===== config.mk =====
export PLATFORM = sky130hd
export DESIGN_NAME = regfile_2w2r
export DESIGN_NICKNAME = d
export VERILOG_FILES = /design/src/rtl/regfile_2w2r.sv
export SDC_FILE = /design/constraint.sdc
export NUM_CORES = 1
export LEC_CHECK = 0
export CORE_ASPECT_RATIO = 0.9
export CORE_UTILIZATION = 40
export CTS_CLUSTER_SIZE = 10
export DETAILED_ROUTE_END_ITERATION = 8
export GPL_TIMING_DRIVEN = 0
export PLACE_DENSITY_LB_ADDON = 0.2
export SLEW_MARGIN = 20
export SYNTH_ARGS = -nofsm -noshare
export SYNTH_HDL_FRONTEND = slang
export SYNTH_SLANG_ARGS = --single-unit

===== constraint.sdc =====
create_clock -name clk -period 2.7 [get_ports clk]
set_clock_uncertainty 0.1 [all_clocks]
set_input_delay 0.27 -clock clk [delete_from_list [all_inputs] [get_ports clk]]
set_output_delay 0.27 -clock clk [all_outputs]
set_load 0.1 [all_outputs]

===== src/rtl/regfile_2w2r.sv =====
// Two-write / two-read register file with combinational reads.
// Write port 2 has priority over write port 1 on a shared address, optionally
// forwarded to the read ports in the same cycle. Register 0 can be hardwired
// to zero. A registered flag marks cycles that followed a same-address dual write.
module regfile_2w2r #(
  parameter int DATA_WIDTH = 16,
  parameter int ADDR_WIDTH = 4,
  parameter int ZERO_REG   = 1,
  parameter int BYPASS     = 1
) (
  input  logic                  clk,
  input  logic                  reset,
  input  logic                  regWrite1,
  input  logic [ADDR_WIDTH-1:0] writeAddr1,
  input  logic [DATA_WIDTH-1:0] writeData1,
  input  logic                  regWrite2,
  input  logic [ADDR_WIDTH-1:0] writeAddr2,
  input  logic [DATA_WIDTH-1:0] writeData2,
  input  logic [ADDR_WIDTH-1:0] readAddr1,
  input  logic [ADDR_WIDTH-1:0] readAddr2,
  output logic [DATA_WIDTH-1:0] readData1,
  output logic [DATA_WIDTH-1:0] readData2,
  output logic                  writeConflict
);

  localparam int DEPTH     = 1 << ADDR_WIDTH;
  localparam bit ZERO_EN   = (ZERO_REG != 0);
  localparam bit BYPASS_EN = (BYPASS != 0);

  // Storage is cleared by reset, so it lives in fabric registers rather than block RAM.
  logic [DATA_WIDTH-1:0] mem_q [DEPTH];
  logic [DATA_WIDTH-1:0] mem_d [DEPTH];
  logic                  conflict_q;
  logic                  conflict_d;

  // Per-register write decode; port 2 is checked first so it wins a shared address.
  genvar gi;
  generate
    for (gi = 0; gi < DEPTH; gi++) begin : g_reg
      localparam logic [ADDR_WIDTH-1:0] REG_ADDR = ADDR_WIDTH'(gi);
      if (ZERO_EN && (gi == 0)) begin : g_zero
        assign mem_d[gi] = '0;
      end else begin : g_rw
        assign mem_d[gi] = (regWrite2 && (writeAddr2 == REG_ADDR)) ? writeData2 :
                           (regWrite1 && (writeAddr1 == REG_ADDR)) ? writeData1 :
                           mem_q[gi];
      end
    end
  endgenerate

  // A dual write to the hardwired zero register is a no-op, so it is not a conflict.
  always_comb begin
    conflict_d = regWrite1 && regWrite2 && (writeAddr1 == writeAddr2) &&
                 !(ZERO_EN && (writeAddr1 == '0));
  end

  // Register array update; reset wins over any write presented in the same cycle.
  always_ff @(posedge clk) begin
    if (reset) begin
      for (int i = 0; i < DEPTH; i++) begin
        mem_q[i] <= '0;
      end
    end else begin
      for (int i = 0; i < DEPTH; i++) begin
        mem_q[i] <= mem_d[i];
      end
    end
  end

  // Conflict flag: high for exactly the cycle after a same-address dual write.
  always_ff @(posedge clk) begin
    if (reset) begin
      conflict_q <= 1'b0;
    end else begin
      conflict_q <= conflict_d;
    end
  end

  assign writeConflict = conflict_q;

  // Read selection: zero register overrides forwarding, forwarding overrides storage.
  // Everything is passed as arguments so callers stay sensitive to every input.
  function automatic logic [DATA_WIDTH-1:0] read_mux(
    input logic [ADDR_WIDTH-1:0] ra,
    input logic [DATA_WIDTH-1:0] stored,
    input logic                  rst,
    input logic                  we1,
    input logic [ADDR_WIDTH-1:0] wa1,
    input logic [DATA_WIDTH-1:0] wd1,
    input logic                  we2,
    input logic [ADDR_WIDTH-1:0] wa2,
    input logic [DATA_WIDTH-1:0] wd2
  );
    logic [DATA_WIDTH-1:0] value;
    value = stored;
    if (BYPASS_EN && !rst) begin
      if (we2 && (wa2 == ra)) begin
        value = wd2;
      end else if (we1 && (wa1 == ra)) begin
        value = wd1;
      end
    end
    if (ZERO_EN && (ra == '0)) begin
      value = '0;
    end
    return value;
  endfunction

  // Read port 1, combinational.
  always_comb begin
    readData1 = read_mux(readAddr1, mem_q[readAddr1], reset,
                         regWrite1, writeAddr1, writeData1,
                         regWrite2, writeAddr2, writeData2);
  end

  // Read port 2, combinational.
  always_comb begin
    readData2 = read_mux(readAddr2, mem_q[readAddr2], reset,
                         regWrite1, writeAddr1, writeData1,
                         regWrite2, writeAddr2, writeData2);
  end

endmodule

==> qor.csv, run 1 <==
metric,value,unit
outcome,"complete, but fails checks",
failing checks,negative setup slack,
clock root buffer,clkbuf_16,
share of the synthesized area in the top cell type,43.42,%
Clk pwr share,32.0,%
Post-Syn Area,16600,um2
CP Capture Type,output port,
fin nets,1857,
fin area,20180,um2
CP startpoint kind,register,
"Seq/Total Area, Yosys",43.54,%
layout cells sized above 1,24.15,%
Critical Path AT,2.49,ns
Die Wd,216.7,um
max_cap viols,0,
count of cell types in the netlist,52,
worst setup path class,reg2out,
Layout fillers,3656,
"CP delay by family, top",multiplexers,
top-count cell post-synth,nand2_1,
Overflow after GRT,0,
Initial Utilization,40.76,%
vias,14480,
vias in the first global route,13610,
Bufs and invs on worst path,1,
syn_nets,1773,
Leak,7.096,nW
fmax,349.4,MHz
"Primary FF master, synth",edfxtp_1,
Hold Path Origin,writeAddr1[0],
pin count of the biggest net entering global routing,17,
Area after DPL,17820,um2
# IOs,85,
area growth from synthesis to layout,21.55,%
Clock Pin Slew Worst Setup and Hold Paths,0.06,ns
dpl hpwl,47.61,mm
WL per Instance,26.17,um
unrepaired setup endpoints after global routing,true,
Yosys reg bits,241,
PortBufs,42,
first-pass GRT wire length,90.40,mm
CTS tree,yes,
combinational power share,28.0,%
Synth top cells by count,"nand2_1, a21oi_1, edfxtp_1, clkbuf_1, mux4_2",
Slew HR,33.73,%
critical-path maximum fanout,2,
CORE AREA,40730,um2
# DRC,0,
Final Hold Viols,0,
Critical Path RT,2.33,ns
Synth async-reset ratio,0,%
Pint,7.752,mW
slowest cell on the critical path,mux4_2,
CTS Sinks,241,
power per cell area,572.5,nW/um2
end point of the worst hold path,writeConflict,
"most used cell, CP",mux4_2,
setup slack after layout,-0.1618,ns
DRT iter0 DRCs,2055,
Chip Height,195.3,um
NetSw,3.800,mW
Row Count,70,
worst-margin pin slew,0.9865,ns
WL final,61.74,mm
synth top area cells,"edfxtp_1, mux4_2, nand2_1, a21oi_1, mux2_2",
YS warnings,0,
TritonCTS Buffers,30,
Synth area leader,edfxtp_1,
post-synthesis area per instance,9.645,um2
die footprint,42320,um2
sequential share of power,39.9,%
total global-route track usage,28.72,%
H-tree depth,1,
Routed Antenna Nets,0,
Gate Count Post-Synth,1721,
"slowest stage delay, CP",0.56,ns
final core occ,49.54,%
DR pass1 iterations,6,
"critical path, cell by cell","mux4_2, mux4_2, o221a_4, buf_12",
via density per instance,6.140,
fin crit period,2.862,ns
WHS Path Cells,4,
Sw Share,32.90,%
final setup fails,26,
maximum vdd drop,0.6051,mV
hold crit path type,in2reg,
initial antenna violation count,2,
final count of pins violating max slew,0,
worst-case clock buffer depth,3,
GP Congestion,0.9388,
final worst-path cycle share,106.0,%
Post-synth EDFFs,240,
[state kept, by name, indices dropped and copies added, names as in the netlist]
signal / count
mem_q: 240
writeConflict: 1
[cells in the final DEF, fill, tap and decap left out, types with 9 or more instances in the layout]
cell type,count
nand2_1,495
a21oi_1,258
edfxtp_1,240
clkbuf_1,110
mux4_2,94
mux2_2,52
buf_12,33
clkbuf_16,30
inv_1,24
buf_4,24
a22o_1,23
nand3_1,23
buf_1,23
nor2_1,21
buf_2,21
buf_6,21
nor2b_1,20
and3_1,17
o21a_1,16
o221a_4,16
o221ai_4,16
a221oi_2,16
nand2b_1,13
o21ai_2,13
xnor2_1,13
nor3_1,12
mux2_4,12
clkbuf_2,11
o32ai_2,10
or2_2,9
nor3_2,9
[area by class of cell]
type | instances | area, um2 | share of cell area [%]
Antenna cell | 1 | 2.502 | 0.01240
Buffer | 203 | 1161 | 5.755
Clock buffer | 34 | 765.7 | 3.795
Clock inverter | 11 | 83.83 | 0.4155
Inverter | 25 | 95.09 | 0.4713
Multi-Input combinational cell | 1247 | 9384 | 46.51
Sequential cell | 241 | 7227 | 35.82
Tap cell | 540 | 675.6 | 3.349
Timing Repair Buffer | 57 | 782.0 | 3.876
[stage by stage]
| stage | hold slack (ns) | instances | total power, mW | worst slack (ns) | setup TNS, ns |
|---|---|---|---|---|---|
| 2_1_floorplan | 0.3349 | 1721 | 6.545 | -0.4381 | -6.098 |
| 4_1_cts | 0.04317 | 2354 | 11.41 | -0.1569 | -2.289 |
| 3_5_place_dp | 0.5879 | 2303 | 7.368 | -1.933 | -298.98 |
| 5_1_grt | 0.08855 | 2359 | 11.81 | -0.1757 | -2.984 |
| 6_report | 0.05059 | 2359 | 11.55 | -0.1618 | -2.394 |
| 3_3_place_gp | 0.5890 | 2303 | 7.320 | -1.886 | -301.77 |
[kinds of logic after synthesis]
kind of cell / share of synthesized area (%)
and+or+nand+nor: 16.73
xor gates and xnor gates: 1.002
muxes: 17.41
DFF: 43.54
buffers and inverters: 6.128
AOI/OAI and AO/OA: 15.19
[per-layer routing]
layer / global-route usage [%] / vias to the layer above / wire [um]
met4: 7.355 / 0 / 1507
li1: - / 6428 / -
met2: 46.88 / 816 / 28920
met1: 39.80 / 7152 / 25240
met5: 0.4598 / - / 0
met3: 4.455 / 88 / 6075
[power by group through the flow]
stage	Combinational (mW)	Sequential, mW	Clock [mW]
after floorplan	1.94	4.60	0
after global placement	2.66	4.66	0
after detailed placement	2.69	4.68	0
after CTS	3.11	4.60	3.70
after global routing	3.35	4.64	3.83
final	3.24	4.61	3.70
[repair_timing]
action	4_1_cts	5_1_grt
endpoints found under the setup margin	226	48
pin swaps	43	23
setup buffers	10	2
endpoints found under the hold margin	1	0
gates resized for setup	476	68
hold buffers	1	0
cloned	0	2
[how the worst max path moves through the flow]
stage | from | endpoint | slack (ns) | depth (start not counted)
2_1_floorplan | readAddr2[3] | readData2[10] | -0.44 | 8
3_3_place_gp | readAddr1[1] | readData1[15] | -1.89 | 7
3_5_place_dp | readAddr1[1] | readData1[15] | -1.93 | 7
4_1_cts | mem_q[9][4] | readData1[4] | -0.16 | 4
5_1_grt | mem_q[11][15] | readData1[15] | -0.18 | 4
6_report | mem_q[11][9] | readData1[9] | -0.16 | 4
No activity file was read; power rests on OpenSTA's default activity.
==> run 2: changes to the inputs <==
CORE_MARGIN = 4   (was default)
==> qor.csv, run 2 (same netlist as run 1, synthesis figures left out) <==
metric,value,unit,change
pin count of the biggest net entering global routing,17,,unchanged
CTS tree,yes,,unchanged
multi-input logic area,9378,um2,was 9384 um2
hold crit path type,in2reg,,unchanged
dpl hpwl,47.06,mm,was 47.61 mm
Pint,7.795,mW,was 7.752 mW
final worst-path cycle share,107.0,%,was 106.0%
sequential share of power,39.8,%,was 39.9%
# diodes,0,,was 1
CTS Sinks,241,,unchanged
Placed Cells,2303,,unchanged
Leak,7.117,nW,was 7.096 nW
unrepaired setup endpoints after global routing,true,,unchanged
fin crit period,2.889,ns,was 2.862 ns
"Most flops, register",mem_q,,unchanged
TritonCTS Buffers,30,,unchanged
# DRC,0,,unchanged
Layout fillers,3714,,was 3656
layout cells sized above 1,24.55,%,was 24.15%
outcome,"complete, but fails checks",,unchanged
Critical Path AT,2.52,ns,was 2.49 ns
via density per instance,6.161,,was 6.140
DRT iter0 DRCs,1944,,was 2055
final count of pins violating max slew,0,,unchanged
post-place setup slack,-1.842,ns,was -1.933 ns
CP Capture Type,output port,,unchanged
Area after DPL,17820,um2,unchanged
setup slack after layout,-0.1892,ns,was -0.1618 ns
initial antenna violation count,0,,was 2
clock root buffer,clkbuf_16,,unchanged
worst setup path class,reg2out,,unchanged
Reg area,7227,um2,unchanged
max reg flops,240,,unchanged
Routed Antenna Nets,0,,unchanged
H-tree depth,1,,unchanged
combinational power share,27.8,%,was 28.0%
power per cell area,573.8,nW/um2,was 572.5 nW/um2
Chip Height,201.3,um,was 195.3 um
WHS,0.02120,ns,was 0.05059 ns
WL per Instance,25.91,um,was 26.17 um
vias in the first global route,13960,,was 13610
most frequent cells in the layout,"nand2_1, a21oi_1, edfxtp_1",,unchanged
NetSw,3.792,mW,was 3.800 mW
failing checks,negative setup slack,,unchanged
# IOs,85,,unchanged
Initial Utilization,40.67,%,was 40.76%
fin nets,1861,,was 1857
worst-margin pin slew,0.9785,ns,was 0.9865 ns
DR pass1 iterations,6,,unchanged
worst-case clock buffer depth,3,,unchanged
fmax,346.1,MHz,was 349.4 MHz
final core occ,49.48,%,was 49.54%
GP Congestion,0.9750,,was 0.9388
Clock Pin Slew Worst Setup and Hold Paths,0.06,ns,about the same
Overflow after GRT,0,,unchanged
max_cap viols,0,,unchanged
fin area,20190,um2,was 20180 um2
Final Hold Viols,0,,unchanged
maximum vdd drop,0.4655,mV,was 0.6051 mV
Non-Filler Instances,2361,,was 2359
Slew HR,34.56,%,was 33.73%
CP startpoint kind,register,,unchanged
final setup fails,23,,was 26
Row Count,70,,unchanged
area growth from synthesis to layout,21.65,%,was 21.55%
"commonest non-fill, non-tap cell in the layout",nand2_1,,unchanged
Sw Share,32.73,%,was 32.90%
WL final,61.18,mm,was 61.74 mm
first-pass GRT wire length,90.18,mm,was 90.40 mm
PortBufs,42,,unchanged
critical-path maximum fanout,2,,unchanged
Die Wd,222.7,um,was 216.7 um
total global-route track usage,26.19,%,was 28.72%
CORE AREA,40810,um2,was 40730 um2
# hold bufs at CTS,0,,was 1
vias,14550,,was 14480
Clk pwr share,32.4,%,was 32.0%
Critical Path RT,2.33,ns,about the same
WHS Path Cells,3,,was 4
die footprint,44830,um2,was 42320 um2
[run 2: cell count changes in the layout (fill, tap and decap cells not counted), sizes merged]
| cell | previous run | this run |
|---|---|---|
| clkdlybuf4s15 | 1 | 2 |
| clkinvlp | 0 | 1 |
| clkinv | 11 | 7 |
| dlymetal6s2s | 2 | 0 |
| clkbuf | 158 | 164 |
| dlygate4sd3 | 1 | 0 |
| clkdlybuf4s50 | 3 | 5 |
| diode | 1 | 0 |
[run 2: final cells by class]
| class | count | share of cell area [%] |
|---|---|---|
| Buffer | 202 | 5.601 |
| Clock inverter | 8 | 0.3160 |
| Inverter | 25 | 0.4709 |
| Multi-Input combinational cell | 1247 | 46.44 |
| Sequential cell | 241 | 35.79 |
| Clock buffer | 36 | 3.935 |
| Tap cell | 540 | 3.346 |
| Timing Repair Buffer | 62 | 4.102 |
[run 2: power groups by stage]
| stage | Sequential (mW) | Clock [mW] | Combinational (mW) |
|---|---|---|---|
| detailed placement | 4.67 | 0 | 2.68 |
| CTS | 4.60 | 3.76 | 3.07 |
| global placement | 4.66 | 0 | 2.65 |
| finish | 4.61 | 3.76 | 3.22 |
| floorplan | 4.60 | 0 | 1.94 |
| global route | 4.64 | 3.88 | 3.33 |
[run 2: worst paths after layout]
kind | from | to | slack (ns)
setup / recovery | mem_q[11][2] | readData1[2] | -0.19
hold / removal | writeAddr1[1] | writeConflict | 0.02
[run 2: repair_timing]
item                       in CTS  in global routing
buffers inserted               12                  7
cloned                          0                  1
setup endpoints to repair     242                 42
gates resized for setup       457                 73
pin swaps                      44                 35
[run 2: stage by stage]
| stage | TNS (ns) | total power [mW] |
|---|---|---|
| after global routing | -3.302 | 11.85 |
| after floorplan | -6.098 | 6.545 |
| final | -2.452 | 11.59 |
| after global placement | -304.47 | 7.308 |
| after CTS | -2.353 | 11.43 |
| after detailed placement | -293.44 | 7.355 |
[run 2: worst max-delay path, stage by stage, from the launching register on]
cell      delay (ns)
edfxtp_1        0.42
mux4_2          0.57
mux4_2          0.52
o221a_4         0.26
buf_12          0.17
[run 2: per-layer routing]
metal	track usage [%]	up-vias	routed length [um]
met5	1.290	-	80
met4	5.723	4	1366
met3	4.624	108	5560
met2	44.28	750	29440
met1	35.47	7250	24740
li1	-	6435	-
